<file path="config.mk">
export PLATFORM = sky130hd
export DESIGN_NAME = stream_layer_ctrl_flat
export DESIGN_NICKNAME = d
export VERILOG_FILES = /design/src/rtl/stream_layer_ctrl_pkg.sv /design/src/rtl/stream_layer_ctrl_if.sv /design/src/rtl/stream_layer_ctrl_layer_window_dec.sv /design/src/rtl/stream_layer_ctrl.sv /design/src/flat_wrapper.sv
export SDC_FILE = /design/constraint.sdc
export NUM_CORES = 1
export LEC_CHECK = 0
export BUFFER_PORTS_ARGS = -buffer_cell sky130_fd_sc_hd__buf_2
export CORE_MARGIN = 10
export CORE_UTILIZATION = 50
export DETAILED_ROUTE_END_ITERATION = 7
export GPL_TIMING_DRIVEN = 0
export PLACE_DENSITY = 0.76
export SLEW_MARGIN = 25
export SYNTH_ARGS = -nofsm -noshare
export SYNTH_HDL_FRONTEND = slang
export SYNTH_SLANG_ARGS = --single-unit
</file>
<file path="constraint.sdc">
create_clock -name clk_i -period 3.3 [get_ports clk_i]
set_input_delay 0.33 -clock clk_i [delete_from_list [all_inputs] [get_ports clk_i]]
set_output_delay 0.33 -clock clk_i [all_outputs]
set_load 0.02 [all_outputs]
</file>
<file path="src/rtl/stream_layer_ctrl_pkg.sv">
// Shared types and constants for the streamline layer controller.
// Holds the FSM state enum, default parameters and the slot-width helper.
package stream_layer_ctrl_pkg;

    typedef enum logic [1:0] {
        ST_IDLE = 2'd0,
        ST_RUN  = 2'd1,
        ST_DONE = 2'd2
    } state_t;

    localparam int DEF_N_LAYERS    = 2;
    localparam int DEF_STAGE_LEN   = 16;
    localparam int DEF_NUM_BATCH_W = 8;

    // Slot counter must reach nb_q + N_LAYERS - 1 without overflow.
    function automatic int slot_w(input int nbw, input int nl);
        return nbw + $clog2(nl) + 1;
    endfunction

endpackage

</file>
<file path="src/rtl/stream_layer_ctrl_if.sv">
// Control/status bundle between the top level and the layer controller.
// master: start_i, num_batch_i, stall_i out; enables, clears, busy/done, stall_cnt in.
interface stream_layer_ctrl_if
    import stream_layer_ctrl_pkg::*;
#(
    parameter int N_LAYERS    = DEF_N_LAYERS,
    parameter int NUM_BATCH_W = DEF_NUM_BATCH_W
);
    logic                   start_i;
    logic [NUM_BATCH_W-1:0] num_batch_i;
    logic                   stall_i;
    logic [N_LAYERS-1:0]    local_en_o;
    logic [N_LAYERS-1:0]    clear_local_o;
    logic                   busy_o;
    logic                   done_o;
    logic [31:0]            stall_cnt_o;

    modport master (
        output start_i, num_batch_i, stall_i,
        input  local_en_o, clear_local_o, busy_o, done_o, stall_cnt_o
    );

    modport slave (
        input  start_i, num_batch_i, stall_i,
        output local_en_o, clear_local_o, busy_o, done_o, stall_cnt_o
    );
endinterface

</file>
<file path="src/rtl/stream_layer_ctrl_layer_window_dec.sv">
// Wavefront window decode: layer k is active while slot-k lies in [0, nb_q).
// Ports: i_state/i_slot/i_cyc/i_nb/i_stall in; o_en/o_clr per-layer out.
module layer_window_dec
    import stream_layer_ctrl_pkg::*;
#(
    parameter int N_LAYERS    = DEF_N_LAYERS,
    parameter int STAGE_LEN   = DEF_STAGE_LEN,
    parameter int NUM_BATCH_W = DEF_NUM_BATCH_W,
    parameter int SLOT_W      = slot_w(NUM_BATCH_W, N_LAYERS),
    parameter int CYC_W       = $clog2(STAGE_LEN)
) (
    input  state_t                 i_state,
    input  logic [SLOT_W-1:0]      i_slot,
    input  logic [CYC_W-1:0]       i_cyc,
    input  logic [NUM_BATCH_W-1:0] i_nb,
    input  logic                   i_stall,
    output logic [N_LAYERS-1:0]    o_en,
    output logic [N_LAYERS-1:0]    o_clr
);
    logic              w_run;
    logic              w_cyc0;
    logic [SLOT_W-1:0] w_nb;

    assign w_run  = (i_state == ST_RUN);
    assign w_cyc0 = (i_cyc == '0);
    assign w_nb   = SLOT_W'(i_nb);

    for (genvar k = 0; k < N_LAYERS; k++) begin : g_layer
        localparam logic [SLOT_W-1:0] K = SLOT_W'(k);
        logic w_act;
        assign w_act    = w_run && (i_slot >= K) && ((i_slot - K) < w_nb);
        assign o_en[k]  = w_act && !i_stall;
        // A clear held off by a stall at cyc 0 fires on the first free cycle.
        assign o_clr[k] = o_en[k] && w_cyc0;
    end
endmodule

</file>
<file path="src/rtl/stream_layer_ctrl.sv">
// Global controller for the layer-pipelined datapath (IDLE/RUN/DONE FSM).
// Ports: clk_i, rstn_i, bus (slave). Optional stall counter: STREAM_LAYER_CTRL_PERF_EN.
module stream_layer_ctrl
    import stream_layer_ctrl_pkg::*;
#(
    parameter int N_LAYERS    = DEF_N_LAYERS,
    parameter int STAGE_LEN   = DEF_STAGE_LEN,
    parameter int NUM_BATCH_W = DEF_NUM_BATCH_W
) (
    input  logic             clk_i,
    input  logic             rstn_i,
    stream_layer_ctrl_if.slave bus
);
    localparam int SLOT_W = slot_w(NUM_BATCH_W, N_LAYERS);
    localparam int CYC_W  = $clog2(STAGE_LEN);
    localparam logic [CYC_W-1:0] CYC_LAST = CYC_W'(STAGE_LEN - 1);

    state_t                 r_state;
    state_t                 w_state_nxt;
    logic [CYC_W-1:0]       r_cyc;
    logic [SLOT_W-1:0]      r_slot;
    logic [NUM_BATCH_W-1:0] r_nb;
    logic [SLOT_W-1:0]      w_slot_last;
    logic                   w_accept;
    logic                   w_adv;
    logic                   w_wrap;
    logic                   w_final;

    assign w_accept = (r_state == ST_IDLE) && bus.start_i;
    assign w_adv    = (r_state == ST_RUN) && !bus.stall_i;
    assign w_wrap   = (r_cyc == CYC_LAST);
    // Last slot index = nb_q + N_LAYERS - 2; modular add covers N_LAYERS=1.
    assign w_slot_last = SLOT_W'(r_nb) + SLOT_W'(N_LAYERS - 2);
    assign w_final  = w_adv && w_wrap && (r_slot == w_slot_last);

    always_ff @(posedge clk_i or negedge rstn_i) begin
        if (!rstn_i) r_state <= ST_IDLE;
        else         r_state <= w_state_nxt;
    end

    always_comb begin
        w_state_nxt = r_state;
        unique case (r_state)
            ST_IDLE: begin
                if (bus.start_i)
                    w_state_nxt = (bus.num_batch_i == '0) ? ST_DONE : ST_RUN;
            end
            ST_RUN:  if (w_final) w_state_nxt = ST_DONE;
            ST_DONE: w_state_nxt = ST_IDLE;
            default: w_state_nxt = ST_IDLE;
        endcase
    end

    always_ff @(posedge clk_i or negedge rstn_i) begin
        if (!rstn_i) begin
            r_cyc  <= '0;
            r_slot <= '0;
            r_nb   <= '0;
        end else if (w_accept) begin
            r_cyc  <= '0;
            r_slot <= '0;
            r_nb   <= bus.num_batch_i;
        end else if (w_adv) begin
            if (w_wrap) begin
                r_cyc  <= '0;
                r_slot <= r_slot + 1'b1;
            end else begin
                r_cyc  <= r_cyc + 1'b1;
            end
        end
    end

    assign bus.busy_o = (r_state == ST_RUN);
    assign bus.done_o = (r_state == ST_DONE);

    layer_window_dec #(
        .N_LAYERS    (N_LAYERS),
        .STAGE_LEN   (STAGE_LEN),
        .NUM_BATCH_W (NUM_BATCH_W),
        .SLOT_W      (SLOT_W),
        .CYC_W       (CYC_W)
    ) u_win (
        .i_state (r_state),
        .i_slot  (r_slot),
        .i_cyc   (r_cyc),
        .i_nb    (r_nb),
        .i_stall (bus.stall_i),
        .o_en    (bus.local_en_o),
        .o_clr   (bus.clear_local_o)
    );

`ifdef STREAM_LAYER_CTRL_PERF_EN
    logic [31:0] r_stall_cnt;

    always_ff @(posedge clk_i or negedge rstn_i) begin
        if (!rstn_i)
            r_stall_cnt <= '0;
        else if (w_accept)
            r_stall_cnt <= '0;
        else if ((r_state == ST_RUN) && bus.stall_i && (r_stall_cnt != '1))
            r_stall_cnt <= r_stall_cnt + 1'b1;
    end

    assign bus.stall_cnt_o = r_stall_cnt;
`else
    assign bus.stall_cnt_o = '0;
`endif
endmodule

</file>
<file path="src/flat_wrapper.sv">
// flat-port wrapper written by rule: the top's interface ports become plain ports
module stream_layer_ctrl_flat import stream_layer_ctrl_pkg::*;
#(
    parameter int N_LAYERS    = DEF_N_LAYERS,
    parameter int STAGE_LEN   = DEF_STAGE_LEN,
    parameter int NUM_BATCH_W = DEF_NUM_BATCH_W
)
  (clk_i, rstn_i, bus_start_i, bus_num_batch_i, bus_stall_i, bus_local_en_o, bus_clear_local_o, bus_busy_o, bus_done_o, bus_stall_cnt_o);
  stream_layer_ctrl_if #(.N_LAYERS(N_LAYERS), .NUM_BATCH_W(NUM_BATCH_W)) bus_i ();
  input  logic clk_i;
  input  logic rstn_i;
  input wire logic [$bits(bus_i.start_i)-1:0] bus_start_i;
  input wire logic [$bits(bus_i.num_batch_i)-1:0] bus_num_batch_i;
  input wire logic [$bits(bus_i.stall_i)-1:0] bus_stall_i;
  output wire logic [$bits(bus_i.local_en_o)-1:0] bus_local_en_o;
  output wire logic [$bits(bus_i.clear_local_o)-1:0] bus_clear_local_o;
  output wire logic [$bits(bus_i.busy_o)-1:0] bus_busy_o;
  output wire logic [$bits(bus_i.done_o)-1:0] bus_done_o;
  output wire logic [$bits(bus_i.stall_cnt_o)-1:0] bus_stall_cnt_o;
  assign bus_i.start_i = bus_start_i;
  assign bus_i.num_batch_i = bus_num_batch_i;
  assign bus_i.stall_i = bus_stall_i;
  assign bus_local_en_o = bus_i.local_en_o;
  assign bus_clear_local_o = bus_i.clear_local_o;
  assign bus_busy_o = bus_i.busy_o;
  assign bus_done_o = bus_i.done_o;
  assign bus_stall_cnt_o = bus_i.stall_cnt_o;
  stream_layer_ctrl #(.N_LAYERS(N_LAYERS), .STAGE_LEN(STAGE_LEN), .NUM_BATCH_W(NUM_BATCH_W)) u_core (.clk_i(clk_i), .rstn_i(rstn_i), .bus(bus_i));
endmodule
</file>
==> out/metrics.yaml, run 1 <==
status: "completed"
finalCriticalPeriod_ns: 3.16
via_count: 1554
dp_slack_ns: 0.468
syn_area_sq_um: 1930
n_antenna_cell: 0
antenna_found_initial: 0
power_density_nw_per_um2: 530
numPortBuffers: 17
timing.fmax_ghz: 0.317
h-tree-depth: 1
clk_pin_slew_ns: 0.09
setup_tns_ns: 0
drv_cap: 0
cp_data_arrival_time_ns: 2.83
fin_ws_ns: 0.143
synthTopCellsByCount: "buf_4 (32), nand2_1 (30), dfrtp_1 (24)"
min_path_type: "primary input to asynchronous set/reset pin"
drc: 0
dr.pass1.iters: 4
synthCells: 224
grt_usage_pct: 12.8
path_cells: "buf_6 -> or4_4 -> nor4_1 -> xor2_1 -> ha_1 -> a21oi_1 -> nand4_1 -> nor4_2 -> buf_2"
start_util_pct: 52.2
ys_seq_area_share_pct: 31.2
hold_slack_ns: 0.0307
max_stage_delay_ns: 0.51
yosysWarningCount: 0
numCtsBuffers: 3
ios: 50
grt_max_degree: 25
worst-setup-path-type: "register to output port"
cts_tree: "yes"
period_share_pct: 95.7
dp_hpwl_mm: 3.41
async_flop_share_pct: 100
grt_pass1_wl_mm: 6.85
irDropWorstVdd_uv: 318
clock_skew_ns: 0.00966
synth.avg_cell_area_sq_um: 8.60
final_nets: 309
crit_buf_inv: 2
crit_required_ns: 2.97
die_h_um: 82.1
clockBufferDepth: 2
synth.distinct_cells: 38
ys.flop_type: "dfrtp_1"
grt_pass1_vias: 1514
core-area_sq_um: 3690
leakage_nw: 1.15
rows: 22
cts_resized: 0
synth_seq_cells: 24
yosys-top-cells-area: "dfrtp_1 (31%), ha_1 (13%), buf_4 (12%)"
drt-total-wl_mm: 4.30
dieArea_sq_um: 6730
wire_per_inst_um: 13.3
synth-edff-count: 0
die_x_um: 82.1
report.final.slew_viol_count: 0
final.fill_count: 344
cp_top_family: "simple AND/OR/NAND/NOR gates"
startpoint_type: "register"
setup_viol: 0
drive_gt1_share_pct: 22.1
cp-end-kind: "output port"
relSlewSlack_pct: 64.0
grt-ovfl-total: 0
finalInstanceArea_sq_um: 2260
slowest_stage: "or4_4"
syn_to_final_growth_pct: 17.3
gp_congestion: 0.839
cts_hold_buf: 0
tightest_slew_ns: 0.540
rsz0062_at_grt: "false"
root_buffer: "clkbuf_8"
drt_iter0_markers: 106
clkLatencyLatePin_ns: 0.27
hold_violations: 0
synth_top_area_share_pct: 31.2
cp_max_fo: 10
dpl_cell_area_sq_um: 2190
viasPerCell: 4.80
post_cts_buffers: 0
synth_most_common_cell: "buf_4"
yosysTopAreaCell: "dfrtp_1"
ant_nets: 0
cts.sinks: 24
## layer usage
layer	GRT usage, %	share of wire (%)	wire length (um)	up-vias
li1	-	-	-	808
met1	15.1	42	1800	702
met2	22.3	51	2180	38
met3	2.51	5.7	244	6
met4	4.93	1.9	80	0
met5	0	0	0	-
## registers in the layout, indices dropped and copies added (netlist names)
name	flops
u_core.r_cyc	4
u_core.r_nb	8
u_core.r_state	2
u_core.r_slot	10
## final cells by class
class	count	area [sq um]	area share (%)
flip-flops and latches	24	601	26.6
repair buffers	17	85.1	3.77
plain buffers	38	278	12.3
well taps	48	60.1	2.66
clock buffers	3	41.3	1.83
inverters	14	52.6	2.33
multi-input cells	179	1110	49.2
clock inverters	1	30.0	1.33
## worst register-to-register path, stage by stage, from the launching register on
cell	delay, ns
dfrtp_1	0.49
ha_1	0.34
nand4_1	0.17
nor4_1	0.33
nand4_1	0.19
a22o_1	0.26
## report_power, final
part           leakage (nW)  switching [mW]  internal (mW)
Clock                0.0357          0.0977          0.162
Sequential            0.306          0.0471          0.365
Combinational         0.804           0.306          0.218
## path summary, 6_finish.rpt
path | startpoint | endpoint | slack (ns) | cells after the start
max | u_core.r_slot[2]$_DFFE_PN0P_ | bus_clear_local_o[1] | 0.14 | 9
min | rstn_i | u_core.r_nb[0]$_DFFE_PN0P_ | 0.03 | 1
max reg2reg | u_core.r_slot[5]$_DFFE_PN0P_ | u_core.r_state[0]$_DFFE_PN0P_ | 1.43 | 5
min reg2reg | u_core.r_cyc[3]$_DFFE_PN0P_ | u_core.r_cyc[3]$_DFFE_PN0P_ | 0.56 | 1
max in group asynchronous | rstn_i | u_core.r_nb[4]$_DFFE_PN0P_ | 2.90 | 1
min in group clk_i | bus_num_batch_i[4] | u_core.r_nb[4]$_DFFE_PN0P_ | 0.28 | 3
## through the flow
stage	std cells	utilization (%)	power, mW
after floorplan	255	-	0.818
after global placement	320	59.3	0.915
after detailed placement	320	59.3	0.932
after CTS	324	61.2	1.20
after global routing	324	61.2	1.30
final	324	61.2	1.20
## kinds of logic (layout without fill, tap and decap cells)
group	Yosys count	count (layout)	synth area share [%]
flip-flops	24	24	31.2
buffers and inverters	52	73	17.2
XOR/XNOR	13	13	5.91
AO/OA/AOI/OAI	29	29	9.36
multiplexers	1	1	0.520
AND/OR/NAND/NOR	84	84	22.7
adder cells (fa/ha/maj)	20	20	13.0
other	1	32	0.195
## layout by cell type, fill, tap and decap left out, types with 3 or more instances in the layout
cell and n:
a21oi_1 6, buf_2 17, buf_4 32, clkbuf_1 4, clkbuf_8 3, conb_1 32
dfrtp_1 24, ha_1 20, inv_1 14, nand2_1 30, nand3_1 7, nand4_1 4
nor2_1 14, nor2b_1 4, nor3_1 7, nor4_1 6, o211ai_1 3, o21ai_0 8
o31ai_1 3, xnor2_1 8, xor2_1 5
No activity file was read; power rests on OpenSTA's default activity.
==> run 2, diff against run 1 <==
--- a/config.mk
+++ b/config.mk
@@ -8,9 +8,11 @@
 export BUFFER_PORTS_ARGS = -buffer_cell sky130_fd_sc_hd__buf_2
 export CORE_MARGIN = 10
 export CORE_UTILIZATION = 50
+export CTS_BUF_LIST = sky130_fd_sc_hd__clkbuf_16
 export DETAILED_ROUTE_END_ITERATION = 7
 export GPL_TIMING_DRIVEN = 0
 export PLACE_DENSITY = 0.76
+export SKIP_CTS_REPAIR_TIMING = 1
 export SLEW_MARGIN = 25
 export SYNTH_ARGS = -nofsm -noshare
 export SYNTH_HDL_FRONTEND = slang
==> out/metrics.yaml, run 2 (same netlist as run 1, synthesis figures left out) <==
start_util_pct: 52.2  # unchanged
min_path_type: "primary input to asynchronous set/reset pin"
drt_iter0_markers: 76  # -28%
dp_hpwl_mm: 3.41  # unchanged
startpoint_type: "register"
grt_use_met2_pct: 23.2  # +0.94 points
p_seq_share_pct: 32.0  # -2.4 points
clock_skew_ns: 0.00530  # -0.00436 ns
cts_tree: "yes"
grt-ovfl-total: 0  # unchanged
viasPerCell: 4.84  # +0.84%
timing.fmax_ghz: 0.319  # +0.69%
tightest_slew_ns: 0.538  # -0.00131 ns
period_share_pct: 95.0  # -0.65 points
dp_slack_ns: 0.468  # unchanged
drv_cap: 0  # unchanged
r2r-start: "u_core.r_slot[5]$_DFFE_PN0P_"
cp-end-kind: "output port"
leakage_nw: 1.16  # +1.2%
core-area_sq_um: 3690  # unchanged
switching_power_mw: 0.467  # +3.5%
die_h_um: 82.1  # unchanged
ant_nets: 0  # unchanged
report.final.slew_viol_count: 0  # unchanged
grt_pass1_wl_mm: 6.98  # +1.8%
irDropWorstVdd_uv: 321  # +0.88%
combPwrFrac_pct: 40.9  # -3.0 points
clkLatencyLatePin_ns: 0.26  # about the same
clockBufferDepth: 2  # unchanged
stdcell_count: 324  # unchanged
finalCriticalPeriod_ns: 3.14  # -0.0216 ns
use_met3_pct: 2.51  # unchanged
antenna_found_initial: 0  # unchanged
grt_max_degree: 25  # unchanged
syn_to_final_growth_pct: 19.1
via_count: 1567  # +0.84%
crit_required_ns: 2.97  # about the same
n_antenna_cell: 0  # unchanged
p_total_mw: 1.29  # +8.1%
setup_viol: 0  # unchanged
clockPowerShare_pct: 27.1  # +5.4 points
final_cell_mix: "buf_4 (32), conb_1 (32), nand2_1 (30)"
drc: 0  # unchanged
top_regs: "u_core.r_slot (10), u_core.r_nb (8), u_core.r_cyc (4)"
numPortBuffers: 17  # unchanged
postLayoutCoreUtil_pct: 62.2  # +0.95 points
h-tree-depth: 1  # unchanged
met1_usage_pct: 15.4  # +0.26 points
grt_pass1_vias: 1524  # +0.66%
cp_max_fo: 10  # unchanged
rsz0062_at_grt: "false"
root_buffer: "clkbuf_16"
cp_data_arrival_time_ns: 2.81  # -0.02 ns
relSlewSlack_pct: 64.1  # +0.087 points
numCtsBuffers: 3  # unchanged
power_density_nw_per_um2: 564  # +6.4%
worst-setup-path-type: "register to output port"
gp_congestion: 0.839  # unchanged
rows: 22  # unchanged
setup_tns_ns: 0  # unchanged
finalInstanceArea_sq_um: 2290  # +1.6%
p_int_mw: 0.826  # +11%
drive_gt1_share_pct: 22.5  # +0.36 points
grt-busiest-layer: "met2"
wire_per_inst_um: 13.4  # +0.95%
cts.sinks: 24  # unchanged
largest_reg_flops: 10  # unchanged
final.fill_count: 331  # -3.8%
grt_usage_pct: 13.1  # +0.29 points
drt-total-wl_mm: 4.34  # +0.95%
placedCellCount: 320  # unchanged
dieArea_sq_um: 6730  # unchanged
status: "completed"
clk_pin_slew_ns: 0.07  # -0.02 ns
fin_ws_ns: 0.164  # +0.0216 ns
switching_share_pct: 36.1  # -1.6 points
dpl_cell_area_sq_um: 2190  # unchanged
dr.pass1.iters: 6  # +2
die_x_um: 82.1  # unchanged
crit_start: "u_core.r_slot[2]$_DFFE_PN0P_"
largest_register: "u_core.r_slot"
hold_slack_ns: 0.0478  # +0.0170 ns
hold_violations: 0  # unchanged
final_nets: 309  # unchanged
ios: 50  # unchanged
-- run 2: changes by cell type in the layout (fill, tap and decap cells not counted) --
cell | previous run | this run
clkbuf_16 | 0 | 3
dfrtp_2 | 0 | 1
clkbuf_8 | 3 | 0
dfrtp_1 | 24 | 23
-- run 2: final cells by class --
class / count / area (sq um) / share of cell area, %
buffer: 38 / 278 / 12.1
clock buffer: 3 / 75.1 / 3.27
clock inverter: 1 / 30.0 / 1.31
inverter: 14 / 52.6 / 2.29
multi-input combinational: 179 / 1110 / 48.4
sequential: 24 / 602 / 26.2
tap: 48 / 60.1 / 2.62
timing repair buffer: 17 / 85.1 / 3.71
-- run 2: path summary, 6_finish.rpt --
kind,endpoint,slack [ns],depth (start not counted)
max in group asynchronous,u_core.r_slot[0]$_DFFE_PN0P_,2.87,1
min in group clk_i,u_core.r_nb[4]$_DFFE_PN0P_,0.29,3
worst max-delay path,bus_clear_local_o[1],0.16,9
worst min register to register,u_core.r_cyc[3]$_DFFE_PN0P_,0.56,1
worst max register to register,u_core.r_state[0]$_DFFE_PN0P_,1.44,5
worst min-delay path,u_core.r_nb[0]$_DFFE_PN0P_,0.05,1
-- run 2: worst max-delay path, stage by stage, from the launching register on --
cell	delay [ns]
dfrtp_1	0.40
buf_6	0.15
or4_4	0.51
nor4_1	0.27
xor2_1	0.19
ha_1	0.26
a21oi_1	0.14
nand4_1	0.15
nor4_2	0.27
buf_2	0.20
-- run 2: layer usage --
metal  share of wire [%]  wire length, um
met5                   0                0
met2                  51             2220
met4                 1.5               65
met3                 5.3              232
met1                  42             1820
-- run 2: power by group through the flow --
stage | clock network, mW | logic, mW | registers [mW]
5_1_grt | 0.362 | 0.607 | 0.422
2_1_floorplan | 0 | 0.412 | 0.406
6_report | 0.351 | 0.529 | 0.413
4_1_cts | 0.354 | 0.529 | 0.411
3_3_place_gp | 0 | 0.501 | 0.415
3_5_place_dp | 0 | 0.515 | 0.417
